File: config.mk
export PLATFORM = sky130hd
export DESIGN_NAME = patient_wait_queue
export DESIGN_NICKNAME = d
export VERILOG_FILES = /design/src/rtl/reception_pkg.sv /design/src/rtl/consult_timer.sv /design/src/rtl/patient_wait_queue.sv
export SDC_FILE = /design/constraint.sdc
export NUM_CORES = 1
export LEC_CHECK = 0
export BUFFER_PORTS_ARGS = -buffer_cell sky130_fd_sc_hd__buf_4
export CORE_MARGIN = 2
export CORE_UTILIZATION = 62
export DETAILED_ROUTE_END_ITERATION = 8
export PLACE_DENSITY_LB_ADDON = 0.05
export SYNTH_ARGS = -nofsm -noshare
export SYNTH_HDL_FRONTEND = slang
export SYNTH_SLANG_ARGS = --single-unit
File: constraint.sdc
create_clock -name clk -period 4.62 [get_ports clk]
set_input_delay 0.693 -clock clk [delete_from_list [all_inputs] [get_ports clk]]
set_output_delay 0.693 -clock clk [all_outputs]
set_load 0.01 [all_outputs]
File: src/rtl/reception_pkg.sv
// rtl/reception_pkg.sv - shared reception-desk encodings for messages, queries and doctor codes
package reception_pkg;

  localparam logic [1:0] MSG_NONE = 2'd0;
  localparam logic [1:0] MSG_A    = 2'd1;
  localparam logic [1:0] MSG_B    = 2'd2;
  localparam logic [1:0] MSG_WAIT = 2'd3;

  localparam logic [1:0] Q_A   = 2'b00;
  localparam logic [1:0] Q_B   = 2'b01;
  localparam logic [1:0] Q_ANY = 2'b10;

  localparam logic [1:0] DOC_NONE = 2'd0;
  localparam logic [1:0] DOC_A    = 2'd1;
  localparam logic [1:0] DOC_B    = 2'd2;

  // Any query with the upper bit set accepts either doctor.
  function automatic logic query_is_any(input logic [1:0] q);
    return q[1];
  endfunction

endpackage

File: src/rtl/consult_timer.sv
// rtl/consult_timer.sv - per-doctor consultation countdown; busy for CONSULT_CYCLES after each load
module consult_timer #(
  parameter int CONSULT_CYCLES = 15
) (
  input  logic clk,
  input  logic rst_n,
  input  logic load,
  output logic busy
);

  localparam int TW = $clog2(CONSULT_CYCLES + 1);

  logic [TW-1:0] cnt_q, cnt_d;
  logic          busy_q;

  always_comb begin
    cnt_d = cnt_q;
    if (load) begin
      cnt_d = TW'(CONSULT_CYCLES);
    end else if (cnt_q != '0) begin
      cnt_d = cnt_q - TW'(1);
    end
  end

  always_ff @(posedge clk or negedge rst_n) begin
    if (!rst_n) begin
      cnt_q  <= '0;
      busy_q <= 1'b0;
    end else begin
      cnt_q  <= cnt_d;
      busy_q <= (cnt_d != '0);
    end
  end

  assign busy = busy_q;

endmodule

File: src/rtl/patient_wait_queue.sv
// rtl/patient_wait_queue.sv - waiting-patient FIFO, doctor timers and oldest-first dispatch
// Optional macro QUEUE_STATS_EN adds served_cnt and peak_cnt outputs.
module patient_wait_queue
  import reception_pkg::*;
#(
  parameter int  DEPTH          = 8,
  parameter int  CONSULT_CYCLES = 15,
  localparam int CW             = $clog2(DEPTH + 1),
  localparam int PW             = $clog2(DEPTH)
) (
  input  logic          clk,
  input  logic          rst_n,
  input  logic          start,
  input  logic [1:0]    query,
  input  logic [1:0]    message,
  output logic          doc_a_busy,
  output logic          doc_b_busy,
  output logic          disp_valid,
  output logic [1:0]    disp_doctor,
  output logic [1:0]    disp_query,
  output logic [CW-1:0] q_count,
  output logic          q_full,
  output logic          q_empty,
  output logic          overflow
`ifdef QUEUE_STATS_EN
  ,
  output logic [15:0]   served_cnt,
  output logic [CW-1:0] peak_cnt
`endif
);

  logic [1:0]    mem_q [DEPTH];
  logic [PW-1:0] wr_ptr_q, rd_ptr_q;
  logic [CW-1:0] count_q, count_d;
  logic          full_q, empty_q, disp_valid_q, overflow_q;
  logic [1:0]    disp_doctor_q, disp_query_q;

  logic          desk_a, desk_b, desk_wait;
  logic          a_ok, b_ok, pop, push, drop;
  logic [1:0]    head_query, pick;

  assign desk_a     = start && (message == MSG_A);
  assign desk_b     = start && (message == MSG_B);
  assign desk_wait  = start && (message == MSG_WAIT);
  assign head_query = mem_q[rd_ptr_q];

  // A doctor the desk is loading this cycle is not available to the queue.
  assign a_ok = !doc_a_busy && !desk_a;
  assign b_ok = !doc_b_busy && !desk_b;

  always_comb begin
    pick = DOC_NONE;
    if (count_q != '0) begin
      if (query_is_any(head_query)) begin
        pick = a_ok ? DOC_A : (b_ok ? DOC_B : DOC_NONE);
      end else if (head_query == Q_A) begin
        pick = a_ok ? DOC_A : DOC_NONE;
      end else begin
        pick = b_ok ? DOC_B : DOC_NONE;
      end
    end
  end

  assign pop  = (pick != DOC_NONE);
  assign push = desk_wait && ((count_q != CW'(DEPTH)) || pop);
  assign drop = desk_wait && (count_q == CW'(DEPTH)) && !pop;

  always_comb begin
    count_d = count_q;
    if (push && !pop) begin
      count_d = count_q + CW'(1);
    end else if (pop && !push) begin
      count_d = count_q - CW'(1);
    end
  end

  consult_timer #(.CONSULT_CYCLES(CONSULT_CYCLES)) u_timer_a (
    .clk   (clk),
    .rst_n (rst_n),
    .load  (desk_a || (pick == DOC_A)),
    .busy  (doc_a_busy)
  );

  consult_timer #(.CONSULT_CYCLES(CONSULT_CYCLES)) u_timer_b (
    .clk   (clk),
    .rst_n (rst_n),
    .load  (desk_b || (pick == DOC_B)),
    .busy  (doc_b_busy)
  );

  always_ff @(posedge clk) begin
    if (push) begin
      mem_q[wr_ptr_q] <= query;
    end
  end

  always_ff @(posedge clk or negedge rst_n) begin
    if (!rst_n) begin
      wr_ptr_q      <= '0;
      rd_ptr_q      <= '0;
      count_q       <= '0;
      full_q        <= 1'b0;
      empty_q       <= 1'b1;
      disp_valid_q  <= 1'b0;
      disp_doctor_q <= DOC_NONE;
      disp_query_q  <= 2'b00;
      overflow_q    <= 1'b0;
    end else begin
      if (push) wr_ptr_q <= wr_ptr_q + PW'(1);
      if (pop)  rd_ptr_q <= rd_ptr_q + PW'(1);
      count_q       <= count_d;
      full_q        <= (count_d == CW'(DEPTH));
      empty_q       <= (count_d == '0);
      disp_valid_q  <= pop;
      disp_doctor_q <= pick;
      disp_query_q  <= pop ? head_query : 2'b00;
      overflow_q    <= drop;
    end
  end

  assign q_count     = count_q;
  assign q_full      = full_q;
  assign q_empty     = empty_q;
  assign disp_valid  = disp_valid_q;
  assign disp_doctor = disp_doctor_q;
  assign disp_query  = disp_query_q;
  assign overflow    = overflow_q;

`ifdef QUEUE_STATS_EN
  always_ff @(posedge clk or negedge rst_n) begin
    if (!rst_n) begin
      served_cnt <= '0;
      peak_cnt   <= '0;
    end else begin
      if (pop && (served_cnt != 16'hFFFF)) served_cnt <= served_cnt + 16'd1;
      if (count_d > peak_cnt) peak_cnt <= count_d;
    end
  end
`endif

endmodule

==> metrics.md, run 1 <==
| Metric | Value |
|---|---|
| Via density | `5.80` |
| Hold Crit Class | `in -> async` |
| Remaining DRCs | `0` |
| CTS Buffer Depth | `2` |
| Setup repair after global routing missed its margin | `false` |
| Worst-skew pair later-pin latency | `360 ps` |
| Cell variety after synth | `45` |
| Relative slew slack | `66.5%` |
| Final Util | `71.3%` |
| Crit-path max FO | `9` |
| Initial core utilization | `64.1%` |
| Max Slew Vio Count | `0` |
| Dpl hpwl | `2830 µm` |
| #FFs+latches synth | `44` |
| Number of synthesized flops with an enable pin | `16` |
| Yosys top cell area share | `31.9%` |
| Post-CTS sizing | `0` |
| DIE AREA | `0.00390 mm²` |
| NetSw | `545 µW` |
| Final-report setup violation count | `0` |
| Worst EP required | `4670 ps` |
| Share of layout cells above drive strength 1 | `22.2%` |
| Port Buffers | `20` |
| Area Growth Syn to Fin | `11.3%` |
| Grt total ovfl | `0` |
| Final Hold Fails | `0` |
| Post-DR wirelength/cell | `14.8 µm` |
| Setup TNS | `0 ps` |
| Total track usage | `21.4%` |
| Post-Synthesis Cell Area | `0.00212 mm²` |
| H-tree levels | `2` |
| Via count | `1443` |
| Clk root buf | `clkbuf_4` |
| Post-CTS Setup Inserts | `0` |
| First-pass GRT wire length | `6510 µm` |
| CTS sink count | `44` |
| Int Pwr | `864 µW` |
| Clock power share | `12.5%` |
| Yosys warning count | `0` |
| TritonRoute pass-1 iters | `4` |
| Die Y | `62.5 µm` |
| Static Leak | `0.000979 µW` |
| Post-synthesis async set-or-reset flop share | `63.6%` |
| Synth cell count leaders | `dfrtp_1 (27), nor2_1 (23), edfxtp_1 (16)` |
| Seq pwr share | `45.6%` |
| Cells after DPL | `241` |
| WL final | `3700 µm` |
| Outcome | `complete, no violations` |
| Peak VDD IR | `0.375 mV` |
| Final min period | `2900 ps` |
| Core area | `0.00331 mm²` |
| Synth area leaders | `dfrtp_1 (32%), edfxtp_1 (23%), mux4_2 (4.2%), nor2_1 (4.1%), ha_1 (3.5%)` |
| Clock transition at path regs | `120 ps` |
| Row cnt | `21` |
| Diodes inserted | `0` |
| Post-CTS Hold Buffers | `0` |
| Top-count cell post-synth | `dfrtp_1` |
| Worst slew pin tran | `501 ps` |
| Synthesized netlist cell count | `177` |
| CP arrival | `2940 ps` |
| Synth Net Count | `190` |
| Max Freq | `345 MHz` |
| Die width | `62.5 µm` |
| CTS tree | `yes` |
| Ports | `21` |
| Logic pwr share | `42.0%` |
| Sequential share of the synthesized area | `55.8%` |
| Inserted Clock Buffers | `5` |
| Setup crit end kind | `register` |
| Fin cells | `249` |
| Layout Nets | `215` |
| Routed Antenna Nets | `0` |
| Syn Area/Cell | `12.0 µm²` |
| Vias in the first global route | `1432` |
| Startpoint types | `register` |
| PD cells | `597 mW/mm²` |
| Top_reg_cell synth | `dfrtp_1` |
| Largest net degree at the start of global routing | `29` |
| Max-cap check violation count | `0` |
| Initial antenna violation count | `0` |
| Biggest area consumer among synthesized cells | `dfrtp_1` |
| Net Sw Frac | `38.7%` |
| Initial DRC count | `115` |
| Clock skew | `5.71 ps` |
| Critical path class | `reg -> reg` |
| Gpl congestion | `0.898` |
| Final critical-path share of the clock period | `62.7%` |
==> final timing paths <==
path | from | end | slack (ps) | cells after the start
worst max-delay path | rd_ptr_q[0]$_DFFE_PN0N_ | mem_q[1][1]$_DFFE_PP_ | 1720 | 7
worst min-delay path | rst_n | u_timer_a.cnt_q[2]$_DFF_PN0_ | 220 | 1
worst max register to register | rd_ptr_q[0]$_DFFE_PN0N_ | mem_q[1][1]$_DFFE_PP_ | 1720 | 7
worst min register to register | wr_ptr_q[0]$_DFFE_PN0P_ | wr_ptr_q[0]$_DFFE_PN0P_ | 530 | 1
max in group asynchronous | rst_n | q_empty$_DFF_PN1_ | 4090 | 1
min in group clk | wr_ptr_q[0]$_DFFE_PN0P_ | wr_ptr_q[0]$_DFFE_PN0P_ | 530 | 1
==> power by group through the flow <==
| stage | clock network [µW] | logic, µW | registers, µW |
|---|---|---|---|
| 2_1_floorplan | 0 | 445 | 631 |
| 3_3_place_gp | 0 | 557 | 638 |
| 3_5_place_dp | 0 | 593 | 648 |
| 4_1_cts | 181 | 594 | 641 |
| 5_1_grt | 198 | 664 | 662 |
| 6_report | 176 | 591 | 642 |
==> registers in the layout, indices dropped and copies added (netlist names), 2 cells and up <==
signal / flops
u_timer_a.cnt_q: 4
disp_doctor: 2
wr_ptr_q: 3
mem_q: 16
q_count: 4
disp_query: 2
rd_ptr_q: 3
u_timer_b.cnt_q: 4
==> cell families (layout without fill, tap and decap cells) <==
kind of cell	count (synthesis)	count (layout)	share of synthesized area, %
XOR/XNOR	8	8	3.66
multiplexers	13	13	8.91
buffers and inverters	11	37	2.89
AND/OR/NAND/NOR	73	73	17.8
flip-flops	44	44	55.8
adder cells (fa/ha/maj)	6	6	3.54
AO/OA/AOI/OAI	22	22	7.49
==> area by class of cell <==
cell class / instances / area (µm²)
fill: 266 / 951
multi-input combinational: 122 / 877
clock buffer: 6 / 41.3
tap: 46 / 57.6
sequential: 44 / 1180
timing repair buffer: 20 / 150
inverter: 9 / 38.8
clock inverter: 2 / 12.5
==> through the flow <==
| step | setup slack (ps) | total power (µW) | cell area, µm² | hold slack (ps) |
|---|---|---|---|---|
| 2_1_floorplan | 2080 | 1080 | 2120 | 397 |
| 3_3_place_gp | 1820 | 1190 | 2310 | 508 |
| 3_5_place_dp | 1720 | 1240 | 2310 | 509 |
| 4_1_cts | 1720 | 1420 | 2360 | 225 |
| 5_1_grt | 1460 | 1520 | 2360 | 229 |
| 6_report | 1720 | 1410 | 2360 | 225 |
==> worst max-delay path: stages (launching register included) <==
cell	delay [ps]
dfrtp_1	560
mux4_2	570
mux2i_2	260
o21ai_2	110
a21o_1	320
a21oi_2	320
nand2_1	170
nor3_1	280
==> cell usage in the layout, fill, tap and decap left out, types with 6 or more instances in the layout <==
| cell | instances |
|---|---|
| nand2_1 | 14 |
| nor3_1 | 6 |
| xnor2_1 | 6 |
| nand2b_1 | 7 |
| edfxtp_1 | 16 |
| dfrtp_1 | 27 |
| nor2_1 | 23 |
| buf_4 | 20 |
| ha_1 | 6 |
| inv_1 | 8 |
==> layer usage <==
metal | track usage, % | vias to the layer above | wire length, µm
met3 | 7.39 | 8 | 186
met1 | 25.9 | 708 | 1550
met4 | 8.06 | 0 | 72
li1 | - | 682 | -
met5 | 0 | - | 0
met2 | 35.6 | 45 | 1880
Power figures use the tool's default switching activity.
==> run 2: changes to the inputs <==
--- a/config.mk
+++ b/config.mk
@@ -7,7 +7,7 @@
 export LEC_CHECK = 0
 export BUFFER_PORTS_ARGS = -buffer_cell sky130_fd_sc_hd__buf_4
 export CORE_MARGIN = 2
-export CORE_UTILIZATION = 62
+export CORE_UTILIZATION = 52
 export DETAILED_ROUTE_END_ITERATION = 8
 export PLACE_DENSITY_LB_ADDON = 0.05
 export SYNTH_ARGS = -nofsm -noshare
==> constraint.sdc (replaced) <==
create_clock -name clk -period 2.5 [get_ports clk]
set_input_delay 0.375 -clock clk [delete_from_list [all_inputs] [get_ports clk]]
set_output_delay 0.375 -clock clk [all_outputs]
set_load 0.01 [all_outputs]
==> run 2 against run 1 <==
Against the previous run:
- critical path type unchanged
- critical endpoint is now wr_ptr_q[1]$_DFFE_PN0P_
- die area grew 18%
- via count increased by 0.49%
- count of clock-buffer cells in the layout is the same
- largest cell class unchanged
- combinational power is 120% higher
- setup slack lost 1700 ps
==> metrics.md, run 2 (same netlist as run 1, synthesis figures left out) <==
| Metric | Value |
|---|---|
| Initial core utilization | `53.4% (-11 points)` |
| Worst EP required | `2680 ps (-1990 ps)` |
| Worst-case reg-to-reg path depth | `9 (+2)` |
| Final-report setup violation count | `0 (unchanged)` |
| Cell depth of the worst hold path | `1` |
| Clk root buf | `clkbuf_8` |
| Setup crit end kind | `register` |
| CP max stage delay | `470 ps (-100 ps)` |
| Critical path class | `reg -> reg` |
| Max layer used | `met4` |
| Pre-CTS setup slack | `-97.9 ps (-1810 ps)` |
| Worst setup startpoint | `rd_ptr_q[0]$_DFFE_PN0N_` |
| H-tree levels | `2 (unchanged)` |
| Setup repair after global routing missed its margin | `true` |
| Vias in the first global route | `1384 (-3.4%)` |
| Final min period | `2450 ps (-444 ps)` |
| Worst-skew pair later-pin latency | `290 ps (-70 ps)` |
| Inserted Clock Buffers | `5 (unchanged)` |
| R2R Setup Slk | `50 ps (-1680 ps)` |
| Hold_sp | `query[1]` |
| Post-route design area | `0.00263 mm² (+11%)` |
| Share of layout cells above drive strength 1 | `33.5% (+11 points)` |
| Largest net degree at the start of global routing | `29 (unchanged)` |
| Clock skew | `8.03 ps (+2.32 ps)` |
| Net Sw Frac | `36.1% (-2.5 points)` |
| Filler Cells Inserted | `294 (+11%)` |
| Diodes inserted | `0 (unchanged)` |
| Clock transition at path regs | `80 ps (-40 ps)` |
| Outcome | `complete, no violations` |
| Commonest non-fill, non-tap cell in the layout | `buf_4` |
| Met3 Wirelength | `148 µm (-20%)` |
| Die width | `67.9 µm (+8.6%)` |
| Max-cap check violation count | `0 (unchanged)` |
| Critical path's most frequent cell | `buf_4` |
| Area Growth Syn to Fin | `23.8%` |
| Seq pwr share | `39.1% (-6.5 points)` |
| Metal2 WL | `1970 µm (+4.8%)` |
| Initial DRC count | `70 (-39%)` |
| Final worst slack | `46.6 ps (-1680 ps)` |
| Int Pwr | `1920 µW (+120%)` |
| Total track usage | `17.9% (-3.5 points)` |
| NetSw | `1090 µW (+100%)` |
| Static Leak | `0.00109 µW (+12%)` |
| Commonest non-fill, non-tap cells in the layout | `buf_4 (33), dfrtp_1 (26), nor2_1 (17), edfxtp_1 (16), nand2_1 (13)` |
| Post-DR wirelength/cell | `14.1 µm (-5.2%)` |
| Port Buffers | `20 (unchanged)` |
| CP arrival | `2630 ps (-310 ps)` |
| Clock power share | `17.4% (+4.9 points)` |
| Hold Crit Class | `in -> reg` |
| Layout Nets | `230 (+7.0%)` |
| Max Slew Vio Count | `0 (unchanged)` |
| Placed cell area | `0.00239 mm² (+3.8%)` |
| Peak VDD IR | `0.615 mV (+64%)` |
| DIE AREA | `0.00460 mm² (+18%)` |
| Via density | `5.41 (-6.6%)` |
| Startpoint types | `register` |
| Worst slew pin tran | `571 ps (+70.7 ps)` |
| Met1 WL | `1610 µm (+3.9%)` |
| Routed Antenna Nets | `0 (unchanged)` |
| PD cells | `1150 mW/mm² (+92%)` |
| Ports | `21 (unchanged)` |
| Die Y | `67.9 µm (+8.6%)` |
| Most flops, register | `mem_q` |
| Final Hold Fails | `0 (unchanged)` |
| Crit-path cells | `mux4_2 > mux2i_2 > buf_4 > a31o_2 > a21o_1 > buf_4 > a21oi_4 > buf_4 > mux2_1` |
| First-pass GRT wire length | `6090 µm (-6.4%)` |
| WL final | `3770 µm (+2.0%)` |
| Final critical-path share of the clock period | `98.1% (+35 points)` |
| CTS tree | `yes` |
| Row cnt | `23 (+9.5%)` |
| Max Freq | `408 MHz (+18%)` |
| Initial antenna violation count | `0 (unchanged)` |
| Dpl hpwl | `2740 µm (-3.4%)` |
| Remaining DRCs | `0 (unchanged)` |
| CTS sink count | `44 (unchanged)` |
| Grt total ovfl | `0 (unchanged)` |
| Crit-path max FO | `6 (-3)` |
| Via count | `1450 (+0.49%)` |
| Logic pwr share | `43.5% (+1.5 points)` |
| Core area | `0.00397 mm² (+20%)` |
| Reg-to-reg startpoint | `rd_ptr_q[0]$_DFFE_PN0N_` |
| CTS Buffer Depth | `2 (unchanged)` |
| Relative slew slack | `61.8% (-4.7 points)` |
| Slowest cell on the critical path | `dfrtp_2` |
| Max FFs per register | `16 (unchanged)` |
| Gpl congestion | `0.804 (-10%)` |
| TritonRoute pass-1 iters | `5 (+1)` |
run 2: cell count changes in the layout (fill, tap and decap cells not counted), sizes merged:
cell | before | now
dlygate4sd3 | 0 | 1
buf | 20 | 34
bufinv | 0 | 1
clkinvlp | 1 | 0
run 2: power by group through the flow:
stage / sequential (µW) / combinational (µW) / clock (µW)
global placement: 1160 / 1160 / 0
CTS: 1170 / 1210 / 535
finish: 1180 / 1310 / 523
global route: 1220 / 1460 / 568
detailed placement: 1170 / 1200 / 0
floorplan: 1170 / 822 / 0
run 2: layer usage:
metal	vias to the layer above	track usage (%)
li1	711	-
met1	708	21.4
met2	27	32.0
met3	4	4.44
met4	0	5.25
met5	-	0
run 2: cell type report:
type	instances	area (µm²)	share of cell area, %
Timing Repair Buffer	35	269	10.2
Inverter	9	38.8	1.48
Clock inverter	2	35.0	1.33
Sequential cell	44	1180	45.1
Clock buffer	6	72.6	2.76
Multi-Input combinational cell	122	965	36.7
Tap cell	50	62.6	2.38
run 2: worst paths after layout:
kind                                            end
setup / recovery            wr_ptr_q[1]$_DFFE_PN0P_
hold / removal                mem_q[1][1]$_DFFE_PP_
setup reg to reg            wr_ptr_q[1]$_DFFE_PN0P_
hold reg to reg            u_timer_b.busy$_DFF_PN0_
max in group asynchronous         q_empty$_DFF_PN1_
min in group asynchronous  u_timer_a.busy$_DFF_PN0_
run 2: critical path: cells and delay by family (launching register included):
kind | cells | cell delay [ps]
multiplexers | 3 | 750
AO/OA/AOI/OAI | 3 | 640
buffers and inverters | 3 | 480
flip-flops | 1 | 470
run 2: stage by stage:
stage	setup TNS (ps)	util [%]	instances	total power (µW)	hold WS, ps
finish	0	66.1	268	3010	322
global route	-441	66.1	268	3250	321
CTS	0	63.5	265	2910	318
detailed placement	-585	60.3	256	2370	313
global placement	-80.2	60.3	256	2320	312
floorplan	0	-	177	1990	79.4
run 2: timing repair:
action | CTS | global route
gates resized for setup | 3 | 18
hold endpoints to repair | 20 | 0
hold buffers | 1 | 0
buffers inserted | 0 | 3
pin swaps | 0 | 3
endpoints found under the setup margin | 18 | 19
